`config.mk`:
```
export PLATFORM = sky130hd
export DESIGN_NAME = alu_op_driver_flat
export DESIGN_NICKNAME = d
export VERILOG_FILES = /design/src/rtl/alu_pkg.sv /design/src/rtl/alu_op_driver_if.sv /design/src/rtl/alu_mul_iter.sv /design/src/rtl/alu_op_driver.sv /design/src/flat_wrapper.sv
export SDC_FILE = /design/constraint.sdc
export NUM_CORES = 1
export LEC_CHECK = 0
export BUFFER_PORTS_ARGS = -buffer_cell sky130_fd_sc_hd__buf_2
export CELL_PAD_IN_SITES_DETAIL_PLACEMENT = 1
export CELL_PAD_IN_SITES_GLOBAL_PLACEMENT = 1
export CORE_UTILIZATION = 36
export CTS_CLUSTER_DIAMETER = 120
export DETAILED_ROUTE_END_ITERATION = 10
export GPL_TIMING_DRIVEN = 0
export PLACE_DENSITY = 0.74
export SYNTH_ARGS = -nofsm -noshare
export SYNTH_HDL_FRONTEND = slang
export SYNTH_SLANG_ARGS = --single-unit
```
`constraint.sdc`:
```
create_clock -name clk -period 2 [get_ports clk]
set_input_delay 0.2 -clock clk [delete_from_list [all_inputs] [get_ports clk]]
set_output_delay 0.2 -clock clk [all_outputs]
set_load 0.01 [all_outputs]
```
`src/rtl/alu_pkg.sv`:
```
// Shared definitions for the ALU operand driver: ALU function codes, the
// multiply request code, the driver FSM state encoding and an op decoder.
package alu_pkg;

    localparam logic [2:0] F_AND  = 3'd0;
    localparam logic [2:0] F_OR   = 3'd1;
    localparam logic [2:0] F_ADD  = 3'd2;
    localparam logic [2:0] F_ANDN = 3'd4;
    localparam logic [2:0] F_ORN  = 3'd5;
    localparam logic [2:0] F_SUB  = 3'd6;
    localparam logic [2:0] F_SLT  = 3'd7;

    localparam logic [3:0] OP_MUL = 4'd8;

    typedef enum logic [1:0] {
        ST_IDLE = 2'd0,
        ST_EXEC = 2'd1,
        ST_MUL  = 2'd2,
        ST_RESP = 2'd3
    } state_e;

    // Request codes 0-2 and 4-7 map straight onto an ALU F code.
    function automatic logic is_alu_op(input logic [3:0] op);
        return (op[3] == 1'b0) && (op[2:0] != 3'd3);
    endfunction

endpackage

```
`src/rtl/alu_op_driver_if.sv`:
```
// Request/response handshake bundle between a sequencer (master) and the
// ALU operand driver (slave). Optional result flags under ALU_OP_DRIVER_FLAGS_EN.
interface alu_op_driver_if #(
    parameter int unsigned N = 8
);
    logic         req_valid;
    logic         req_ready;
    logic [3:0]   req_op;
    logic [N-1:0] req_a;
    logic [N-1:0] req_b;
    logic         rsp_valid;
    logic         rsp_ready;
    logic [N-1:0] rsp_y;
    logic         rsp_cout;
`ifdef ALU_OP_DRIVER_FLAGS_EN
    logic         rsp_zero;
    logic         rsp_neg;

    modport master (
        output req_valid, req_op, req_a, req_b, rsp_ready,
        input  req_ready, rsp_valid, rsp_y, rsp_cout, rsp_zero, rsp_neg
    );
    modport slave (
        input  req_valid, req_op, req_a, req_b, rsp_ready,
        output req_ready, rsp_valid, rsp_y, rsp_cout, rsp_zero, rsp_neg
    );
`else
    modport master (
        output req_valid, req_op, req_a, req_b, rsp_ready,
        input  req_ready, rsp_valid, rsp_y, rsp_cout
    );
    modport slave (
        input  req_valid, req_op, req_a, req_b, rsp_ready,
        output req_ready, rsp_valid, rsp_y, rsp_cout
    );
`endif
endinterface

```
`src/rtl/alu_mul_iter.sv`:
```
// Shift-and-add multiplier state: accumulator, shifted multiplicand,
// shifted multiplier, step counter and sticky adder carry. The external ALU
// performs the add; next-state values are exported so the parent can
// register the ALU operands in step with these flops.
module alu_mul_iter #(
    parameter int unsigned N = 8
) (
    input  logic         clk,
    input  logic         reset,
    input  logic         start,
    input  logic         step,
    input  logic [N-1:0] a,
    input  logic [N-1:0] b,
    input  logic [N-1:0] alu_y,
    input  logic         alu_cout,
    output logic [N-1:0] acc_nxt,
    output logic [N-1:0] addend_nxt,
    output logic         csticky_nxt,
    output logic         done
);
    localparam int unsigned CW = (N > 1) ? $clog2(N) : 1;

    logic [N-1:0]  acc_q, acc_d;
    logic [N-1:0]  m_q, m_d;
    logic [N-1:0]  q_q, q_d;
    logic [CW-1:0] cnt_q, cnt_d;
    logic          cs_q, cs_d;

    // Load on start, otherwise advance one partial product per step.
    always_comb begin
        acc_d = acc_q;
        m_d   = m_q;
        q_d   = q_q;
        cnt_d = cnt_q;
        cs_d  = cs_q;
        if (start) begin
            acc_d = '0;
            m_d   = a;
            q_d   = b;
            cnt_d = '0;
            cs_d  = 1'b0;
        end else if (step) begin
            acc_d = alu_y;
            cs_d  = cs_q | (q_q[0] & alu_cout);
            m_d   = m_q << 1;
            q_d   = q_q >> 1;
            cnt_d = cnt_q + CW'(1);
        end
    end

    assign acc_nxt     = acc_d;
    assign addend_nxt  = q_d[0] ? m_d : '0;
    assign csticky_nxt = cs_d;
    assign done        = step && (cnt_q == CW'(N - 1));

    // Multiplier state registers.
    always_ff @(posedge clk) begin
        if (reset) begin
            acc_q <= '0;
            m_q   <= '0;
            q_q   <= '0;
            cnt_q <= '0;
            cs_q  <= 1'b0;
        end else begin
            acc_q <= acc_d;
            m_q   <= m_d;
            q_q   <= q_d;
            cnt_q <= cnt_d;
            cs_q  <= cs_d;
        end
    end

endmodule

```
`src/rtl/alu_op_driver.sv`:
```
// Initiator for an external combinational ALU: accepts ops on a valid/ready
// request port, drives registered F/a/b, captures the result and returns it
// on a valid/ready response port. Op 8 is an N-step unsigned multiply built
// from repeated ALU adds. Optional macro ALU_OP_DRIVER_FLAGS_EN adds
// rsp_zero/rsp_neg response flags.
module alu_op_driver
    import alu_pkg::*;
#(
    parameter int unsigned N = 8
) (
    input  logic           clk,
    input  logic           reset,
    alu_op_driver_if.slave bus,
    output logic           busy,
    output logic [2:0]     alu_F,
    output logic [N-1:0]   alu_a,
    output logic [N-1:0]   alu_b,
    input  logic [N-1:0]   alu_y,
    input  logic           alu_cout
);
    state_e       state_q, state_d;
    logic         rsp_valid_q, rsp_valid_d;
    logic [N-1:0] rsp_y_q, rsp_y_d;
    logic         rsp_cout_q, rsp_cout_d;
    logic [2:0]   alu_f_q, alu_f_d;
    logic [N-1:0] alu_a_q, alu_a_d;
    logic [N-1:0] alu_b_q, alu_b_d;

    logic         mul_start, mul_step, mul_done, mul_cs_nxt;
    logic [N-1:0] mul_acc_nxt, mul_addend_nxt;

    alu_mul_iter #(.N(N)) u_mul (
        .clk         (clk),
        .reset       (reset),
        .start       (mul_start),
        .step        (mul_step),
        .a           (bus.req_a),
        .b           (bus.req_b),
        .alu_y       (alu_y),
        .alu_cout    (alu_cout),
        .acc_nxt     (mul_acc_nxt),
        .addend_nxt  (mul_addend_nxt),
        .csticky_nxt (mul_cs_nxt),
        .done        (mul_done)
    );

    // Next state, result capture and ALU operand selection.
    // ALU operands are chosen from the next state so the registered F/a/b
    // are already valid during the first EXEC/MUL cycle. rsp_valid lags the
    // RESP state by one cycle, so rsp_y is settled a cycle before valid.
    always_comb begin
        state_d    = state_q;
        rsp_y_d    = rsp_y_q;
        rsp_cout_d = rsp_cout_q;
        mul_start  = 1'b0;
        mul_step   = 1'b0;
        unique case (state_q)
            ST_IDLE: begin
                if (bus.req_valid) begin
                    if (is_alu_op(bus.req_op)) begin
                        state_d = ST_EXEC;
                    end else if (bus.req_op == OP_MUL) begin
                        state_d   = ST_MUL;
                        mul_start = 1'b1;
                    end else begin
                        state_d    = ST_RESP;
                        rsp_y_d    = '0;
                        rsp_cout_d = 1'b0;
                    end
                end
            end
            ST_EXEC: begin
                rsp_y_d    = alu_y;
                rsp_cout_d = alu_cout;
                state_d    = ST_RESP;
            end
            ST_MUL: begin
                mul_step = 1'b1;
                if (mul_done) begin
                    state_d    = ST_RESP;
                    rsp_y_d    = mul_acc_nxt;
                    rsp_cout_d = mul_cs_nxt;
                end
            end
            ST_RESP: begin
                if (rsp_valid_q && bus.rsp_ready) begin
                    state_d = ST_IDLE;
                end
            end
            default: state_d = ST_IDLE;
        endcase

        rsp_valid_d = (state_q == ST_RESP) && !(rsp_valid_q && bus.rsp_ready);

        alu_f_d = '0;
        alu_a_d = '0;
        alu_b_d = '0;
        if (state_d == ST_EXEC) begin
            alu_f_d = bus.req_op[2:0];
            alu_a_d = bus.req_a;
            alu_b_d = bus.req_b;
        end else if (state_d == ST_MUL) begin
            alu_f_d = F_ADD;
            alu_a_d = mul_acc_nxt;
            alu_b_d = mul_addend_nxt;
        end
    end

`ifdef ALU_OP_DRIVER_FLAGS_EN
    logic rsp_zero_q, rsp_zero_d;
    logic rsp_neg_q, rsp_neg_d;

    // Flags track the value being loaded into rsp_y.
    always_comb begin
        rsp_zero_d = (rsp_y_d == '0);
        rsp_neg_d  = rsp_y_d[N-1];
    end

    // Flag registers.
    always_ff @(posedge clk) begin
        if (reset) begin
            rsp_zero_q <= 1'b0;
            rsp_neg_q  <= 1'b0;
        end else begin
            rsp_zero_q <= rsp_zero_d;
            rsp_neg_q  <= rsp_neg_d;
        end
    end

    assign bus.rsp_zero = rsp_zero_q;
    assign bus.rsp_neg  = rsp_neg_q;
`endif

    // FSM state and registered outputs.
    always_ff @(posedge clk) begin
        if (reset) begin
            state_q     <= ST_IDLE;
            rsp_valid_q <= 1'b0;
            rsp_y_q     <= '0;
            rsp_cout_q  <= 1'b0;
            alu_f_q     <= '0;
            alu_a_q     <= '0;
            alu_b_q     <= '0;
        end else begin
            state_q     <= state_d;
            rsp_valid_q <= rsp_valid_d;
            rsp_y_q     <= rsp_y_d;
            rsp_cout_q  <= rsp_cout_d;
            alu_f_q     <= alu_f_d;
            alu_a_q     <= alu_a_d;
            alu_b_q     <= alu_b_d;
        end
    end

    assign bus.req_ready = (state_q == ST_IDLE);
    assign busy          = (state_q != ST_IDLE);
    assign bus.rsp_valid = rsp_valid_q;
    assign bus.rsp_y     = rsp_y_q;
    assign bus.rsp_cout  = rsp_cout_q;
    assign alu_F         = alu_f_q;
    assign alu_a         = alu_a_q;
    assign alu_b         = alu_b_q;

endmodule

```
`src/flat_wrapper.sv`:
```
// flat-port wrapper written by rule: the top's interface ports become plain ports
module alu_op_driver_flat import alu_pkg::*;
#(
    parameter int unsigned N = 8
)
  (clk, reset, busy, alu_F, alu_a, alu_b, alu_y, alu_cout, bus_req_valid, bus_req_op, bus_req_a, bus_req_b, bus_rsp_ready, bus_req_ready, bus_rsp_valid, bus_rsp_y, bus_rsp_cout);
  alu_op_driver_if #(.N(N)) bus_i ();
  input  logic clk;
  input  logic reset;
  output logic busy;
  output logic [2:0] alu_F;
  output logic [N-1:0] alu_a;
  output logic [N-1:0] alu_b;
  input  logic [N-1:0] alu_y;
  input  logic alu_cout;
  input wire logic [$bits(bus_i.req_valid)-1:0] bus_req_valid;
  input wire logic [$bits(bus_i.req_op)-1:0] bus_req_op;
  input wire logic [$bits(bus_i.req_a)-1:0] bus_req_a;
  input wire logic [$bits(bus_i.req_b)-1:0] bus_req_b;
  input wire logic [$bits(bus_i.rsp_ready)-1:0] bus_rsp_ready;
  output wire logic [$bits(bus_i.req_ready)-1:0] bus_req_ready;
  output wire logic [$bits(bus_i.rsp_valid)-1:0] bus_rsp_valid;
  output wire logic [$bits(bus_i.rsp_y)-1:0] bus_rsp_y;
  output wire logic [$bits(bus_i.rsp_cout)-1:0] bus_rsp_cout;
  assign bus_i.req_valid = bus_req_valid;
  assign bus_i.req_op = bus_req_op;
  assign bus_i.req_a = bus_req_a;
  assign bus_i.req_b = bus_req_b;
  assign bus_i.rsp_ready = bus_rsp_ready;
  assign bus_req_ready = bus_i.req_ready;
  assign bus_rsp_valid = bus_i.rsp_valid;
  assign bus_rsp_y = bus_i.rsp_y;
  assign bus_rsp_cout = bus_i.rsp_cout;
  alu_op_driver #(.N(N)) u_core (.clk(clk), .reset(reset), .bus(bus_i), .busy(busy), .alu_F(alu_F), .alu_a(alu_a), .alu_b(alu_b), .alu_y(alu_y), .alu_cout(alu_cout));
endmodule
```
==> impl_metrics.csv <==
group,metric,value,unit
global_routing,gr-usage-met1,0.2355,
sta,finalSetupTns,0,ps
floorplanning,fp.dieW,84.87,um
worst_setup_path,start_kind,"flip-flop",
global_routing,grt_antenna_before_repair,0,
status,violations,"design-rule violations",
synthesis,synth_cells,239,
pwr,total_leakage_power,1.374,nW
clock_network,cts_buffers,9,
sta,max_clock_freq,0.5196,GHz
final_layout,area_growth,29.15,%
clock_network,ctsHtreeMaxLevel,3,
status,outcome,"finished, violations left",
final_layout,final_layout_size_suffix_gt1_frac,0.4025,
floorplanning,core_area,6495,um^2
global_routing,grt.total_usage,0.1896,
routing,vias,2042,
worst_setup_path,arrival,2150,ps
floorplanning,start_util,0.3807,
min_path,hp-class,"input port to flip-flop",
global_routing,grt_use_met3,0.04475,
synthesis,synth_edf_count,0,
routing,drt_iter0_drc,52,
sta,tightest_slew,490.2,ps
synthesis,synth_cell_types,34,
placement,place.gp.congestion,0.8167,
routing,ant_nets,0,
routing,drc,4,
routing,via_per_inst,5.170,
global_routing,grtUsageMet2,0.3141,
worst_setup_path,path_buf_inv,3,
worst_setup_path,path_delay_family,"compound AO/OA/AOI/OAI gates",
sta,clock_skew,7.405,ps
clock_network,cts-root-buf,"clkbuf_8",
placement,dp_hpwl,4658,um
synthesis,async_flop_share,0,
clock_network,insertion_delay,330,ps
global_routing,grt-ovfl-total,0,
worst_setup_path,rr_worst_depth,8,
clock_network,clockBufferDepth,2,
worst_setup_path,crit_fanout,9,
worst_setup_path,crit-reg2reg-capture,"u_core.alu_F[1]",
global_routing,busiest_layer,"met2",
sta,slew_headroom,0.6732,
min_path,hold_end,"u_core.alu_b[2]",
floorplanning,die_h,84.87,um
synthesis,synth-seq-area-share,0.4777,
synthesis,synthesis.nets,278,
routing,wirelength,6426,um
final_layout,num-fill-cells,755,
final_layout,nNetsFinal,354,
sta,slew_violations,0,
worst_setup_path,rrSetupSlack,80,ps
placement,pre_cts_ws,-377.4,ps
worst_setup_path,cp_slowest_cell,"dfxtp_1",
worst_setup_path,path_class,"flip-flop to flip-flop",
pwr,powerDensity,1375,nW/um^2
synthesis,synth_warnings,0,
final_layout,n_antenna_cell,0,
sta,finalHoldViolCount,0,
worst_setup_path,worstPathCellList,"inv_1 -> ha_2 -> inv_1 -> a31oi_2 -> nor2_4 -> buf_4 -> o21a_4 -> a22o_2",
run,cap_violations,0,
synthesis,avgSynthCellArea,10.34,um^2
floorplanning,die_area,7203,um^2
final_layout,final_cells,395,
worst_setup_path,cp_common_cell,"inv_1",
sta,layout_setup_ws,75.44,ps
worst_setup_path,cp.required,2230,ps
synthesis,yosys_most_used_dff,"dfxtp_1",
sta,period_share,0.9623,
floorplanning,io_pins,64,
global_routing,grt_max_degree,11,
clock_network,cts_tree,"yes",
synthesis,ys_ff_latch,59,
min_path,min_path_cells,2,
floorplanning,rows,29,
worst_setup_path,endpoint_kind,"flip-flop",
synthesis,synth_area,2472,um^2
global_routing,first_global_vias,2112,
sta,setup_viol_count_final,0,
global_routing,grt_pass1_wl,10410,um
routing,first_pass_iters,7,
placement,io_buffers,62,
routing,wl_per_cell,16.27,um
sta,fin_crit,1925,ps
worst_setup_path,max_stage_delay,330,ps
min_path,hold_path_startpoint,"bus_req_b[2]",
placement,dp.cells,378,
clock_network,cts_sinks,59,
pwr,peakVddDrop,439.4,uV
clock_network,clk_pin_slew,70,ps
worst_setup_path,regToRegStartpoint,"u_core.state_q[1]",
clock_network,ctsHoldBuffers,0,
[synthesized netlist by cell type, types with 2 or more instances]
cell | count | area (um^2)
o21ai_0 | 5 | 25.02
a2bb2oi_1 | 2 | 17.52
inv_1 | 6 | 22.52
a31oi_1 | 2 | 12.51
nor2b_1 | 3 | 18.77
a21oi_1 | 6 | 30.03
nand3b_1 | 2 | 15.01
mux2i_1 | 32 | 320.3
and2_1 | 3 | 18.77
buf_4 | 2 | 15.01
dfxtp_1 | 59 | 1181
nor2_1 | 28 | 105.1
a32o_1 | 8 | 80.08
a22o_1 | 9 | 78.83
a211oi_2 | 7 | 87.58
nor2_2 | 6 | 37.54
a211oi_1 | 7 | 52.55
nand2_1 | 21 | 78.83
buf_2 | 10 | 50.05
ha_1 | 6 | 75.07
buf_6 | 2 | 22.52
[sequential cells by signal (all words and copies together) (netlist names), 2 cells and up]
signal / flops
u_core.u_mul.acc_q: 8
u_core.u_mul.m_q: 8
u_core.u_mul.q_q: 8
u_core.alu_b: 8
u_core.alu_a: 8
u_core.bus.rsp_y: 8
u_core.alu_F: 3
u_core.u_mul.cnt_q: 3
u_core.state_q: 2
[worst reg2reg max path, cell delays in order, from the launching register on]
cell	delay [ps]
dfxtp_1	330
inv_1	150
ha_2	250
inv_1	100
a31oi_2	260
nor2_4	100
buf_4	160
o21a_4	260
a22o_2	210
[kinds of logic after synthesis]
| kind of cell | count (synthesis) | synth area share |
|---|---|---|
| muxes | 33 | 0.1341 |
| and+or+nand+nor | 68 | 0.1351 |
| buffers and inverters | 21 | 0.04605 |
| adders and majority gates | 6 | 0.03036 |
| xor gates and xnor gates | 1 | 0.003543 |
| AOI/OAI and AO/OA | 51 | 0.1731 |
| DFF | 59 | 0.4777 |
[where the power goes]
part	total, mW	switching [mW]	internal, mW	leakage, nW
clock network	1.12	0.454	0.662	0.104
logic	1.77	0.982	0.792	0.790
registers	1.50	0.0863	1.42	0.480
[cells in the final DEF, fill, tap and decap left out, types with 2 or more instances in the layout]
cell type and n:
buf_2 66, dfxtp_1 58, mux2i_1 32, nor2_1 26
nand2_1 21, clkbuf_8 12, a32o_1 8, a22o_1 8
nor2_2 7, buf_4 7, a211oi_2 7, a211oi_1 7
inv_1 5, buf_6 5, a21oi_2 4, o21ai_0 4
ha_1 4, nor2b_1 3, a21oi_1 3, and2_1 3
nor3_4 2, a22o_2 2, nand3b_1 2
[how the worst max path moves through the flow]
stage                      endpoint  cells past startpoint         startpoint
finish              u_core.alu_F[1]                      8  u_core.state_q[1]
global route        u_core.alu_F[1]                      8  u_core.state_q[1]
CTS                 u_core.alu_F[1]                      9  u_core.state_q[0]
detailed placement  u_core.alu_b[7]                      9  u_core.state_q[0]
global placement    u_core.alu_b[3]                      9  u_core.state_q[0]
floorplan           u_core.alu_F[0]                      9  u_core.state_q[0]
[area by class of cell]
cell class                 instances  area [um^2]  share of cell area
clock inverter                     2        35.03             0.01097
clock buffer                      12        165.2             0.05172
buffer                            14        110.1             0.03448
inverter                           6        22.52            0.007053
tap                               77        96.34             0.03017
timing repair buffer              66        340.3              0.1066
sequential                        59         1182              0.3703
multi-input combinational        159         1241              0.3887
[layer usage]
metal  share of wire  routed length (um)
met1            0.46                2977
met2            0.48                3106
met5               0                   0
met4           0.022                 140
met3           0.031                 202
[per-stage QoR]
step	instance area, um^2	hold slack (ps)	util	total power, mW
2_1_floorplan	2472	321.7	-	2.543
3_3_place_gp	2879	438.4	0.4433	2.992
3_5_place_dp	2879	435.0	0.4433	3.023
4_1_cts	3128	89.11	0.4816	4.273
5_1_grt	3193	94.55	0.4916	4.638
6_report	3193	99.81	0.4916	4.390
[what timing repair did]
item	CTS	global route
resized for setup	12	15
setup buffers	2	2
endpoints found under the setup margin	36	32
pin swaps	2	4
Note: power is estimated with default switching activity, not from simulation.
